## src/rtl/nanorv32_muldiv_iter.sv

```systemverilog
// Iterative RV32M multiply/divide unit with valid/ready request and response handshakes.
// Multiply is shift-add over magnitudes, divide is restoring over magnitudes; a final FIX
// cycle applies the sign and selects the result word. Divide-by-zero and signed overflow
// bypass the iteration and complete straight from IDLE.
module nanorv32_muldiv_iter #(
    parameter int unsigned DATA_W   = 32,
    parameter int unsigned MUL_STEP = 4,
    parameter int unsigned DIV_STEP = 1
) (
    input  logic              clk,
    input  logic              rst_n,
    input  logic              req_valid,
    output logic              req_ready,
    input  logic [2:0]        req_op,
    input  logic [DATA_W-1:0] req_a,
    input  logic [DATA_W-1:0] req_b,
    input  logic              flush,
    output logic              resp_valid,
    input  logic              resp_ready,
    output logic [DATA_W-1:0] resp_result,
    output logic              busy
);

    localparam int unsigned MulCyc = DATA_W / MUL_STEP;
    localparam int unsigned DivCyc = DATA_W / DIV_STEP;
    localparam int unsigned CntW   = $clog2(DATA_W + 1);

    localparam logic [2:0] OpMul    = 3'd0;
    localparam logic [2:0] OpMulhsu = 3'd2;
    localparam logic [2:0] OpMulhu  = 3'd3;
    localparam logic [2:0] OpDiv    = 3'd4;
    localparam logic [2:0] OpDivu   = 3'd5;
    localparam logic [2:0] OpRem    = 3'd6;
    localparam logic [2:0] OpRemu   = 3'd7;

    typedef enum logic [1:0] {StIdle, StCalc, StFix, StDone} state_e;

    state_e                state_q, state_d;
    logic [2:0]            op_q, op_d;
    logic                  neg_q, neg_d;
    logic [2*DATA_W-1:0]   acc_q, acc_d;
    logic [DATA_W-1:0]     mcand_q, mcand_d;
    logic [CntW-1:0]       cnt_q, cnt_d;
    logic                  resp_valid_q, resp_valid_d;
    logic [DATA_W-1:0]     result_q, result_d;

    logic                  sa, sb, signed_a, signed_b;
    logic [DATA_W-1:0]     abs_a, abs_b;
    logic                  div_zero, div_ovf, fast;
    logic [DATA_W-1:0]     fast_result;
    logic [MUL_STEP-1:0]   mul_digit;
    logic [DATA_W+MUL_STEP-1:0] mul_pp, mul_sum;
    logic [2*DATA_W-1:0]   mul_next, div_next, prod;
    logic [DATA_W:0]       div_r, div_t;
    logic [DATA_W-1:0]     div_q, quo, rem, fix_result;

    assign req_ready   = (state_q == StIdle) && !flush;
    assign resp_valid  = resp_valid_q;
    assign resp_result = result_q;
    assign busy        = (state_q != StIdle);

    // Operand decode at accept: signedness, magnitudes and the RISC-V corner cases.
    always_comb begin
        signed_a = (req_op != OpMulhu) && (req_op != OpDivu) && (req_op != OpRemu);
        signed_b = signed_a && (req_op != OpMulhsu);
        sa       = signed_a & req_a[DATA_W-1];
        sb       = signed_b & req_b[DATA_W-1];
        abs_a    = sa ? -req_a : req_a;
        abs_b    = sb ? -req_b : req_b;
        div_zero = (req_b == '0);
        div_ovf  = ((req_op == OpDiv) || (req_op == OpRem)) &&
                   (req_a == {1'b1, {(DATA_W-1){1'b0}}}) && (req_b == '1);
        fast     = req_op[2] && (div_zero || div_ovf);
        if (div_zero) begin
            fast_result = req_op[1] ? req_a : '1;
        end else begin
            fast_result = req_op[1] ? '0 : req_a;
        end
    end

    // One multiply step: add mcand * low digit into the high half, shift right by a digit.
    always_comb begin
        mul_digit = acc_q[MUL_STEP-1:0];
        mul_pp    = {{MUL_STEP{1'b0}}, mcand_q} * {{DATA_W{1'b0}}, mul_digit};
        mul_sum   = {{MUL_STEP{1'b0}}, acc_q[2*DATA_W-1:DATA_W]} + mul_pp;
        mul_next  = (2*DATA_W)'({mul_sum, acc_q[DATA_W-1:0]} >> MUL_STEP);
    end

    // DIV_STEP restoring-division steps: acc holds {partial remainder, dividend/quotient}.
    always_comb begin
        div_r = {1'b0, acc_q[2*DATA_W-1:DATA_W]};
        div_q = acc_q[DATA_W-1:0];
        div_t = '0;
        for (int i = 0; i < int'(DIV_STEP); i++) begin
            div_r = {div_r[DATA_W-1:0], div_q[DATA_W-1]};
            div_q = {div_q[DATA_W-2:0], 1'b0};
            div_t = div_r - {1'b0, mcand_q};
            if (!div_t[DATA_W]) begin
                div_r    = div_t;
                div_q[0] = 1'b1;
            end
        end
        div_next = {div_r[DATA_W-1:0], div_q};
    end

    // Sign fix-up and result word selection.
    always_comb begin
        prod = neg_q ? -acc_q : acc_q;
        quo  = acc_q[DATA_W-1:0];
        rem  = acc_q[2*DATA_W-1:DATA_W];
        case (op_q)
            OpMul:          fix_result = prod[DATA_W-1:0];
            OpDiv, OpDivu:  fix_result = neg_q ? -quo : quo;
            OpRem, OpRemu:  fix_result = neg_q ? -rem : rem;
            default:        fix_result = prod[2*DATA_W-1:DATA_W];
        endcase
    end

    // Next-state logic; flush overrides everything and drops any pending response.
    always_comb begin
        state_d      = state_q;
        op_d         = op_q;
        neg_d        = neg_q;
        acc_d        = acc_q;
        mcand_d      = mcand_q;
        cnt_d        = cnt_q;
        resp_valid_d = resp_valid_q;
        result_d     = result_q;
        unique case (state_q)
            StIdle: begin
                if (req_valid && req_ready) begin
                    op_d  = req_op;
                    // Remainder follows the dividend; everything else follows sa ^ sb.
                    neg_d = (req_op[2] && req_op[1]) ? sa : (sa ^ sb);
                    cnt_d = req_op[2] ? CntW'(DivCyc - 1) : CntW'(MulCyc - 1);
                    if (fast) begin
                        result_d     = fast_result;
                        resp_valid_d = 1'b1;
                        state_d      = StDone;
                    end else begin
                        acc_d   = req_op[2] ? {{DATA_W{1'b0}}, abs_a} : {{DATA_W{1'b0}}, abs_b};
                        mcand_d = req_op[2] ? abs_b : abs_a;
                        state_d = StCalc;
                    end
                end
            end
            StCalc: begin
                acc_d = op_q[2] ? div_next : mul_next;
                if (cnt_q == '0) begin
                    state_d = StFix;
                end else begin
                    cnt_d = cnt_q - CntW'(1);
                end
            end
            StFix: begin
                result_d     = fix_result;
                resp_valid_d = 1'b1;
                state_d      = StDone;
            end
            StDone: begin
                if (resp_ready) begin
                    resp_valid_d = 1'b0;
                    state_d      = StIdle;
                end
            end
            default: state_d = StIdle;
        endcase
        if (flush) begin
            state_d      = StIdle;
            resp_valid_d = 1'b0;
        end
    end

    // State and datapath registers.
    always_ff @(posedge clk or negedge rst_n) begin
        if (!rst_n) begin
            state_q      <= StIdle;
            op_q         <= OpMul;
            neg_q        <= 1'b0;
            acc_q        <= '0;
            mcand_q      <= '0;
            cnt_q        <= '0;
            resp_valid_q <= 1'b0;
            result_q     <= '0;
        end else begin
            state_q      <= state_d;
            op_q         <= op_d;
            neg_q        <= neg_d;
            acc_q        <= acc_d;
            mcand_q      <= mcand_d;
            cnt_q        <= cnt_d;
            resp_valid_q <= resp_valid_d;
            result_q     <= result_d;
        end
    end

endmodule

```

## config.mk

```make
export PLATFORM = sky130hd
export DESIGN_NAME = nanorv32_muldiv_iter
export DESIGN_NICKNAME = d
export VERILOG_FILES = /design/src/rtl/nanorv32_muldiv_iter.sv
export SDC_FILE = /design/constraint.sdc
export NUM_CORES = 1
export LEC_CHECK = 0
export CAP_MARGIN = 30
export CELL_PAD_IN_SITES_DETAIL_PLACEMENT = 1
export CELL_PAD_IN_SITES_GLOBAL_PLACEMENT = 2
export CORE_UTILIZATION = 35
export DETAILED_ROUTE_END_ITERATION = 12
export PLACE_DENSITY_LB_ADDON = 0.1
export SLEW_MARGIN = 20
export SYNTH_ARGS = -nofsm -noshare
export SYNTH_HDL_FRONTEND = slang
export SYNTH_SLANG_ARGS = --single-unit
```

## constraint.sdc

```tcl
create_clock -name clk -period 9.7 [get_ports clk]
set_clock_uncertainty 0.1 [all_clocks]
set_input_delay 1.455 -clock clk [delete_from_list [all_inputs] [get_ports clk]]
set_output_delay 1.455 -clock clk [all_outputs]
set_load 0.01 [all_outputs]
```

Yosys cells after proc, flatten, opt, wreduce, memory -nomap -nowiden
Index checks and enable logic that the tools add are counted.
- word-level logic and storage cells: 109
- input bits: 72
- register bits after elaboration: 141
- output and inout port bits: 35
- add/sub/neg operators: 8
- multiplexer cells: 36
- eq/ne operators: 23
- reduce and logical (&&, ||, !) cells: 29
- bitwise gates (word level): 4
- multiply operators: 1
- operators with widths (kind ; number):
    two-way mux 32 bit ; 12
    two-way mux 64 bit ; 4
    negation 32 bit ; 4
    case mux 64 bit (2 select lines) ; 1
    case mux 32 bit (3 select lines) ; 1
    equality test 32 bit (second input constant) ; 2
    negation 64 bit ; 1
    case mux 32 bit (2 select lines) ; 1
    adder 32 x 36 -> 36 bit ; 1
    multiplier 32 x 4 -> 36 bit ; 1
    subtractor 33 x 32 -> 33 bit ; 1
    logical NOT 32 bit ; 1
    equality test 3 bit (second input constant) ; 6
    inequality test 3 bit (second input constant) ; 5
    AND reduction 3 bit ; 5
    two-way mux 6 bit ; 2
    case mux 6 bit (2 select lines) ; 1
    two-way mux 2 bit ; 5
    logical AND 1 bit ; 9
    inequality test 3 x 2 -> 1 bit (second input constant) ; 3
    case mux 2 bit (4 select lines) ; 1
    logical NOT 6 bit ; 1
    two-way mux 1 bit ; 6
    inequality test 2 bit (second input constant) ; 3
    other kinds (18) ; 24

Longest topological paths before layout
Gate-level depths: netlist of the first run.
- word-level depth: 10
- mapped depth: 19

Worst setup path after synthesis of the first run
Ideal clock, no wire load.
- path kind: register -> register
- start: register acc_q[3]
- end: register acc_q[62]
- arrival time: 4994 ps
- path buffers: 3
- required time: 9474 ps
- stages on the path, launching flop included: 20
- path slack: 4480 ps
- path through: dfrtp_1 -> clkbuf_1 -> clkbuf_1 -> and2_1 -> fa_1 -> fa_1 -> inv_1 -> fa_1 -> inv_1 -> ha_1 -> clkbuf_1 -> and4_1 -> o21a_1 -> a21oi_1 -> o311ai_2 -> a21oi_1 -> o41ai_1 -> a221oi_1 -> mux2i_1 -> a221o_1
- longest elaborated chain between the ends: 4
- ends and longest elaborated chain (what ; RTL line ; text):
    start: declaration ; 41 ; logic [2*DATA_W-1:0] acc_q, acc_d;
    start signal: assignment ; 180 ; acc_q <= '0;
    start signal: assignment ; 189 ; acc_q <= acc_d;
    multiplier 32 x 4 -> 36 bit ; 84 ; mul_pp = {{MUL_STEP{1'b0}}, mcand_q} * {{DATA_W{1'b0}}, mul_digit};
    adder 32 x 36 -> 36 bit ; 85 ; mul_sum = {{MUL_STEP{1'b0}}, acc_q[2*DATA_W-1:DATA_W]} + mul_pp;
    two-way mux 64 bit ; 148 ; acc_d = op_q[2] ? div_next : mul_next;
    case mux 64 bit (2 select lines) ; 129 ; unique case (state_q)
No other way between the ends.
A chain may end at the register's enable or synchronous reset.

Worst setup path after layout of the first run
- start: register acc_q[1]
- end: register acc_q[62]
The elaborated chain is that of the path after synthesis.

==> impl_metrics.tcl, run 1 <==
set metrics [dict create \
    status "finished clean" \
    grt_pass1_wl_mm 127 \
    grt_pass1_vias 18891 \
    fin_nets 2672 \
    insertion_delay_ns 0.50 \
    finalWorstSetupSlack_ns 3.69 \
    wl_per_cell_um 27.5 \
    pre_cts_slack_ns 3.72 \
    wl_met1_mm 38.4 \
    netlist_area_mm2 0.0187 \
    maxUsedRoutingLayer "met5" \
    synthSimpleGateAreaFrac 0.198 \
    yosysSeqAreaShare 0.189 \
    synth-adder-area-share 0.173 \
    fmax_mhz 166 \
    period_needed_ns 6.01 \
    synthXorXnorAreaFrac 0.0773 \
    ys_seq_elements 141 \
    muxShareOfSynthArea 0.0503 \
    tightest_slew_ns 1.03 \
    cts_root_buffer "clkbuf_16" \
    coreArea_mm2 0.0527 \
    start_kind "flip-flop" \
    dieHeight_um 233 \
    antenna_found_initial 2 \
    hold_class "reg2reg" \
    synthArstFlopShare 1.00 \
    cts_setup_buffers 0 \
    required_ns 9.98 \
    n_antenna_cell 0 \
    hp-start "resp_result[1]$_DFFE_PN0P_" \
    ys.warnings.count 0 \
    grt_usage 0.320 \
    period_share 0.620 \
    met3WireLength_mm 3.72 \
    cts_tree "yes" \
    numClockSinks 141 \
    dr.pass1.iters 5 \
    netlist.area_leader.share 0.189 \
    die_area_mm2 0.0544 \
    slew_headroom 0.312 \
    clk_pin_slew_worst_paths_ns 0.07 \
    io_buffers 106 \
    dp_hpwl_mm 69.3 \
    cts_resized 0 \
    initial_utilization 0.355 \
    cts.path.max_buffers 2 \
    slew_violations 0 \
    synth_most_common_cell "nor2_1" \
    die_width_um 233 \
    yosys.area.top_type "dfrtp_1" \
    route.detailed.drc 0 \
    finish.utilization 0.396 \
    cap_violations 0 \
    synth_top_family_by_area "compound AO/OA/AOI/OAI gates" \
    ioPinCount 107 \
    num-fill-cells 6408 \
    drive_above_1_share 0.0505 \
    crit_fanout 29 \
    critPathCaptureType "flip-flop" \
    grt_max_degree 91 \
    hold_violations 0 \
    crit_type "reg2reg" \
    rsz0062_at_grt "no" \
    drt-vias-per-instance 5.97 \
    syn_to_final_growth_pct 11.6 \
    htreeDepth 4 \
    postSynthAreaPerCell_um2 7.76 \
    yosysUniqueCellTypes 91 \
    postRouteWirelength_mm 85.9 \
    arrival_ns 6.28 \
    gp_congestion 0.926 \
    multi_input_area_mm2 0.0137 \
    r2r_start "acc_q[1]$_DFFE_PN0P_" \
    tns_ns 0 \
    synth_edf_count 0 \
    drt_iter0_markers 1222 \
    vias 18635 \
    met2_length_mm 40.6 \
    worstSetupStartpoint "acc_q[1]$_DFFE_PN0P_" \
    syn_inst 2411 \
    cts_hold_buf 0 \
    hold_ws_ns 0.385 \
    numCtsBuffers 17 \
    synth_fp_nets 2662 \
    regArea_mm2 0.00353 \
    ys.flop_type "dfrtp_1" \
    row_count 84 \
    setup_violations 0 \
    synth_area_leaders "dfrtp_1 (19%), fa_1 (9.8%), ha_1 (5.8%)" \
    synth_compound_area_frac 0.234 \
    synth_common_cells "nor2_1 (234), inv_1 (220), nand2_1 (195)" \
    ant_nets 0 \
    grt-ovfl-total 0 \
]
[path summary, 6_finish.rpt]
path                                               endpoint  slack (ns)  cells past startpoint
worst max register to register        acc_q[62]$_DFFE_PN0P_        3.69                     18
worst min-delay path             resp_result[1]$_DFFE_PN0P_        0.39                      2
worst max-delay path                  acc_q[62]$_DFFE_PN0P_        3.69                     18
worst min register to register   resp_result[1]$_DFFE_PN0P_        0.39                      2
max in group asynchronous             acc_q[10]$_DFFE_PN0P_        7.23                      3
min in group asynchronous       resp_result[21]$_DFFE_PN0P_        0.75                      1
[final cells by class]
cell class / instances / share of cell area
clock inverter: 13 / 0.00611
sequential: 141 / 0.169
timing repair buffer: 138 / 0.0641
clock buffer: 19 / 0.0212
inverter: 222 / 0.0399
tap: 688 / 0.0412
multi-input combinational: 1901 / 0.658
[flip-flops by register name, indices dropped and copies added (netlist names)]
name         count
neg_q            1
mcand_q         32
op_q             3
resp_valid       1
acc_q           64
state_q          2
resp_result     32
cnt_q            6
[cell usage in the layout, fill, tap and decap left out, types with 70 or more instances in the layout]
| cell | count |
|---|---|
| nor2_1 | 232 |
| inv_1 | 220 |
| nand2_1 | 195 |
| o21ai_0 | 175 |
| a21oi_1 | 156 |
| dfrtp_1 | 139 |
| xnor2_1 | 107 |
| clkdlybuf4s50_1 | 104 |
| fa_1 | 92 |
| ha_1 | 86 |
| mux2i_1 | 76 |
| and2_1 | 70 |
[logic make-up (layout without fill, tap and decap cells)]
group | count (synthesis) | in the layout
simple gates | 765 | 765
compound gates | 670 | 670
buf+inv | 369 | 392
fa+ha+maj | 209 | 209
xor+xnor | 165 | 165
flops | 141 | 141
mux | 92 | 92
[stage by stage]
step	instances	cell area, um2
2_1_floorplan	2411	18700
3_3_place_gp	3087	20200
3_5_place_dp	3089	20300
4_1_cts	3121	20900
5_1_grt	3122	20900
6_report	3122	20900
[worst max-delay path, cell delays in order, from the launching register on]
cell      delay [ns]
dfrtp_1         0.45
inv_1           0.18
buf_4           0.36
nor2_1          0.14
fa_1            0.49
fa_1            0.55
inv_1           0.05
fa_1            0.49
inv_1           0.04
ha_1            0.39
and4_1          0.28
o21a_1          0.14
a21oi_1         0.13
o311ai_2        0.51
a21oi_1         0.35
o41ai_1         0.61
a221oi_1        0.18
mux2i_1         0.16
a221o_1         0.26
[metal layers]
layer,up-vias,track usage
met5,-,0
met4,4,0.120
met3,114,0.0409
met2,504,0.530
met1,9475,0.421
li1,8538,-
Power of run 1 is left out: the tool's default activity adds up to more than one toggle a clock period on the data nets, which glitch-free logic cannot reach.
==> run 2: changes to the inputs <==
==> constraint.sdc (replaced) <==
create_clock -name clk -period 5.6 [get_ports clk]
set_clock_uncertainty 0.1 [all_clocks]
set_input_delay 0.84 -clock clk [delete_from_list [all_inputs] [get_ports clk]]
set_output_delay 0.84 -clock clk [all_outputs]
set_load 0.01 [all_outputs]
==> run 2 against run 1 <==
  * Clock-buffer cell count shrank 2
  * Critical path type unchanged
  * Sequential share of layout area shrank 0.31 points
  * Critical path depth grew 1
  * Flip-flop and latch count is the same
  * Via count grew 1.6%
  * Routed wire length grew 1.7%
  * Setup slack lost 3.5 ns
  * Register-to-register slack lost 3.5 ns
  * Final area grew 2.0%
==> impl_metrics.tcl, run 2 (same netlist as run 1, synthesis figures left out) <==
set metrics [dict create \
    status "finished clean" \
    dr.pass1.iters 6 \
    grt_pass1_vias 19165 \
    period_share 0.971 \
    ant_nets 0 \
    grt_max_degree 81 \
    cts.path.max_buffers 2 \
    top_usage_layer "met2" \
    fin_nets 2720 \
    finish.utilization 0.404 \
    cap_violations 0 \
    cts_setup_buffers 0 \
    arrival_ns 5.71 \
    wl_per_cell_um 27.5 \
    slowest_stage "fa_1" \
    drt_iter0_markers 1271 \
    crit_fanout 22 \
    numCtsBuffers 17 \
    route.detailed.drc 0 \
    final_common_cell "nor2_1" \
    top_register "acc_q" \
    slew_violations 0 \
    antenna_found_initial 1 \
    vias 18937 \
    clk_pin_slew_worst_paths_ns 0.08 \
    syn_to_final_growth_pct 13.8 \
    grt_util_met2 0.537 \
    coreArea_mm2 0.0527 \
    start_kind "flip-flop" \
    dp_hpwl_mm 70.9 \
    required_ns 5.87 \
    crit_chain "inv_1, buf_12, nor2_1, fa_1, fa_1, inv_1, fa_1, inv_1, ha_1, buf_4, a21oi_1, o21a_1, o2111ai_1, nor2_1, o21ai_0, nor2b_1, or4_1, a32oi_1, o21ai_0" \
    gp_congestion 0.965 \
    hold_class "in2async" \
    fmax_mhz 184 \
    finalWorstSetupSlack_ns 0.163 \
    htreeDepth 4 \
    fin_cells 3171 \
    r2r_cells 19 \
    hold_violations 0 \
    placed_cells 3138 \
    grtUsageMet3 0.0535 \
    critPathCaptureType "flip-flop" \
    pre_cts_slack_ns -0.0671 \
    crit_type "reg2reg" \
    final_area_mm2 0.0213 \
    ioPinCount 107 \
    tightest_slew_ns 1.05 \
    slew_headroom 0.295 \
    period_needed_ns 5.44 \
    io_buffers 106 \
    grt_pass1_wl_mm 128 \
    grt_usage 0.323 \
    initial_utilization 0.355 \
    cts_root_buffer "clkbuf_16" \
    rsz0062_at_grt "yes" \
    row_count 84 \
    drt-vias-per-instance 5.97 \
    largest_reg_flops 64 \
    use_met1 0.414 \
    setup_violations 0 \
    final_cell_mix "nor2_1 (232), inv_1 (220), nand2_1 (195)" \
    insertion_delay_ns 0.51 \
    cts_tree "yes" \
    grt-ovfl-total 0 \
    place_area_mm2 0.0207 \
    die_area_mm2 0.0544 \
    cp_slowest_stage_delay_ns 0.57 \
    drive_above_1_share 0.0705 \
    dieHeight_um 233 \
    numClockSinks 141 \
    die_width_um 233 \
    postRouteWirelength_mm 87.3 \
]
==> run 2: path summary, 6_finish.rpt <==
kind | slack, ns | to | startpoint
max | 0.16 | acc_q[61]$_DFFE_PN0P_ | acc_q[1]$_DFFE_PN0P_
min | 0.19 | resp_result[17]$_DFFE_PN0P_ | rst_n
max in group asynchronous | 4.20 | acc_q[54]$_DFFE_PN0P_ | rst_n
max reg2reg | 0.16 | acc_q[61]$_DFFE_PN0P_ | acc_q[1]$_DFFE_PN0P_
min in group clk | 0.39 | resp_result[5]$_DFFE_PN0P_ | resp_result[5]$_DFFE_PN0P_
min reg2reg | 0.39 | resp_result[5]$_DFFE_PN0P_ | resp_result[5]$_DFFE_PN0P_
==> run 2: repair_timing <==
action	CTS	global route
endpoints found under the setup margin	1	6
hold buffers	0	0
gates resized for setup	1	4
==> run 2: metrics by stage <==
step / hold slack, ns / setup TNS (ns)
final: 0.192 / 0
after global routing: 0.246 / -0.190
after CTS: 0.244 / 0
after detailed placement: 0.374 / -0.0671
after global placement: 0.368 / 0
after floorplan: 0.370 / 0
==> run 2: final cells by class <==
type	count	area (um2)
timing repair buffer	186	1700
tap	688	861
inverter	222	833
multi-input combinational	1901	13800
clock buffer	17	425
antenna	1	2.50
fill	6368	31400
clock inverter	15	168
sequential	141	3530
==> run 2: layer usage <==
metal,share of wire,vias to the layer above
met2,0.47,590
li1,-,8632
met4,0.042,0
met3,0.051,137
met5,0,-
met1,0.44,9578
==> run 2: critical path, delay by kind of cell (launching register included) <==
kind | cells | cell delay, ns
AOI/OAI and AO/OA | 6 | 1.16
adders and majority gates | 4 | 1.85
buffers and inverters | 5 | 0.82
DFF | 1 | 0.38
and+or+nand+nor | 4 | 0.97
Power of run 2 is left out for the same reason.
==> run 3: changes to the inputs <==
==> constraint.sdc (replaced) <==
create_clock -name clk -period 5.6 [get_ports clk]
set_clock_uncertainty 0.1 [all_clocks]
set_input_delay 0.56 -clock clk [delete_from_list [all_inputs] [get_ports clk]]
set_output_delay 0.56 -clock clk [all_outputs]
set_load 0.01 [all_outputs]
==> run 3 against run 2 <==
  * The flow now finishes with violations (negative hold slack)
  * First-iteration DRC count is 15% higher
  * Clock-buffer cell count is 1 higher
  * Setup slack better by 0.048 ns
  * Global-route usage is 0.48 points higher
  * Utilization hardly changed
  * Worst hold slack worse by 0.20 ns
  * Die area stayed put
  * Non-clock buffer count is 6 lower
  * Routed wire length is 0.51% higher
  * Final area hardly changed
  * Cell count is 0.16% lower
  * Flip-flop and latch count stayed put
  * Critical endpoint is now acc_q[63]$_DFFE_PN0P_
  * Highest routed layer unchanged
==> impl_metrics.tcl, run 3 (same netlist as run 1, synthesis figures left out) <==
set metrics [dict create \
    htreeDepth 4 \
    tightest_slew_ns 0.978 \
    cts.path.max_buffers 2 \
    row_count 84 \
    vias 18992 \
    slew_headroom 0.341 \
    cts_hold_buf 0 \
    wl_per_cell_um 27.7 \
    violations "negative hold slack" \
    numCtsBuffers 17 \
    route.detailed.drc 0 \
    top_register "acc_q" \
    gp_congestion 0.958 \
    arrival_ns 5.66 \
    dieHeight_um 233 \
    pre_cts_slack_ns -0.118 \
    dp_hpwl_mm 70.5 \
    drt-vias-per-instance 6.00 \
    coreArea_mm2 0.0527 \
    io_buffers 106 \
    clk_pin_slew_worst_paths_ns 0.08 \
    ioPinCount 107 \
    initial_utilization 0.355 \
    grt_usage 0.328 \
    crit_chain "clkinvlp_4, buf_6, nor2_1, fa_1, fa_1, inv_1, fa_1, inv_1, ha_1, and4_1, nand3_1, o2111ai_1, nor2_2, nor4bb_2, o41ai_2, a31oi_1, mux2i_1, a21oi_1" \
    antenna_found_initial 1 \
    required_ns 5.87 \
    hold_ws_ns -0.00279 \
    drt_iter0_markers 1458 \
    cp_slowest_stage_delay_ns 0.55 \
    die_area_mm2 0.0544 \
    slowest_stage "fa_1" \
    grt_max_degree 73 \
    fin_cells 3166 \
    dr.pass1.iters 6 \
    die_width_um 233 \
    period_needed_ns 5.39 \
    placed_cells 3131 \
    postRouteWirelength_mm 87.8 \
    hold_violations 1 \
    cts_tree "yes" \
    slew_violations 0 \
    insertion_delay_ns 0.50 \
    hold_class "in2async" \
    final_cell_mix "nor2_1 (231), inv_1 (219), nand2_1 (195)" \
    largest_reg_flops 64 \
    finalWorstSetupSlack_ns 0.211 \
    syn_to_final_growth_pct 13.7 \
    fin_nets 2715 \
    grt_pass1_vias 19513 \
    final_common_cell "nor2_1" \
    crit_fanout 22 \
    numClockSinks 141 \
    start_kind "flip-flop" \
    fmax_mhz 186 \
    grt-ovfl-total 0 \
    status "finished, violations left" \
    path_common_cell "fa_1" \
    grt_pass1_wl_mm 130 \
    crit_type "reg2reg" \
    setup_violations 0 \
    cap_violations 0 \
    drive_above_1_share 0.0702 \
    cts_root_buffer "clkbuf_16" \
    ant_nets 0 \
    critPathCaptureType "flip-flop" \
    period_share 0.962 \
]
## run 3: changes by cell type in the layout (fill, tap and decap cells not counted), sizes merged
cell,before,now
buf,82,76
inv,231,228
clkinvlp,1,3
clkbuf,17,18
clkinv,4,5
## run 3: worst paths after layout
kind / startpoint / to / slack (ns) / depth (start not counted)
min in group clk: resp_result[5]$_DFFE_PN0P_ / resp_result[5]$_DFFE_PN0P_ / 0.39 / 2
max reg2reg: acc_q[1]$_DFFE_PN0P_ / acc_q[63]$_DFFE_PN0P_ / 0.21 / 18
min: rst_n / resp_result[21]$_DFFE_PN0P_ / -0.003 / 1
max: acc_q[1]$_DFFE_PN0P_ / acc_q[63]$_DFFE_PN0P_ / 0.21 / 18
min reg2reg: resp_result[5]$_DFFE_PN0P_ / resp_result[5]$_DFFE_PN0P_ / 0.39 / 2
max in group asynchronous: rst_n / neg_q$_DFFE_PN0P_ / 3.88 / 2
## run 3: timing repair
action / in CTS / in global routing
gates resized for setup: 4 / 9
gates cloned: 0 / 1
endpoints found under the setup margin: 4 / 5
setup buffers: 0 / 1
hold endpoints to repair: 0 / 0
## run 3: final cells by class
| cell class | instances | area, um2 |
|---|---|---|
| fillers | 6337 | 31400 |
| multi-input cells | 1901 | 13800 |
| flip-flops and latches | 141 | 3530 |
| repair buffers | 180 | 1640 |
| well taps | 688 | 861 |
| inverters | 222 | 837 |
| clock buffers | 18 | 439 |
| clock inverters | 14 | 168 |
| repair inverters | 1 | 5.00 |
| diodes | 1 | 2.50 |
## run 3: worst max-delay path, delay by kind of cell (launching register included)
family / cells / cell delay, ns
fa+ha+maj: 4 / 1.93
simple gates: 5 / 1.10
compound gates: 4 / 0.91
buf+inv: 4 / 0.53
flops: 1 / 0.46
mux: 1 / 0.23
## run 3: metrics by stage
stage / hold slack (ns) / setup TNS [ns] / util / area (um2)
finish: -0.00279 / 0 / 0.404 / 21300
global route: 0.0435 / -0.0275 / 0.404 / 21300
CTS: 0.0439 / 0 / 0.403 / 21200
detailed placement: 0.383 / -0.198 / 0.391 / 20600
global placement: 0.368 / 0 / 0.390 / 20600
floorplan: 0.164 / 0 / - / 18700
## run 3: layer usage
metal,up-vias,GRT usage,share of wire
met1,9693,0.431,0.44
met2,548,0.541,0.47
met5,-,0,0
li1,8623,-,-
met3,128,0.0466,0.048
met4,0,0.123,0.036
Power of run 3 is left out for the same reason.
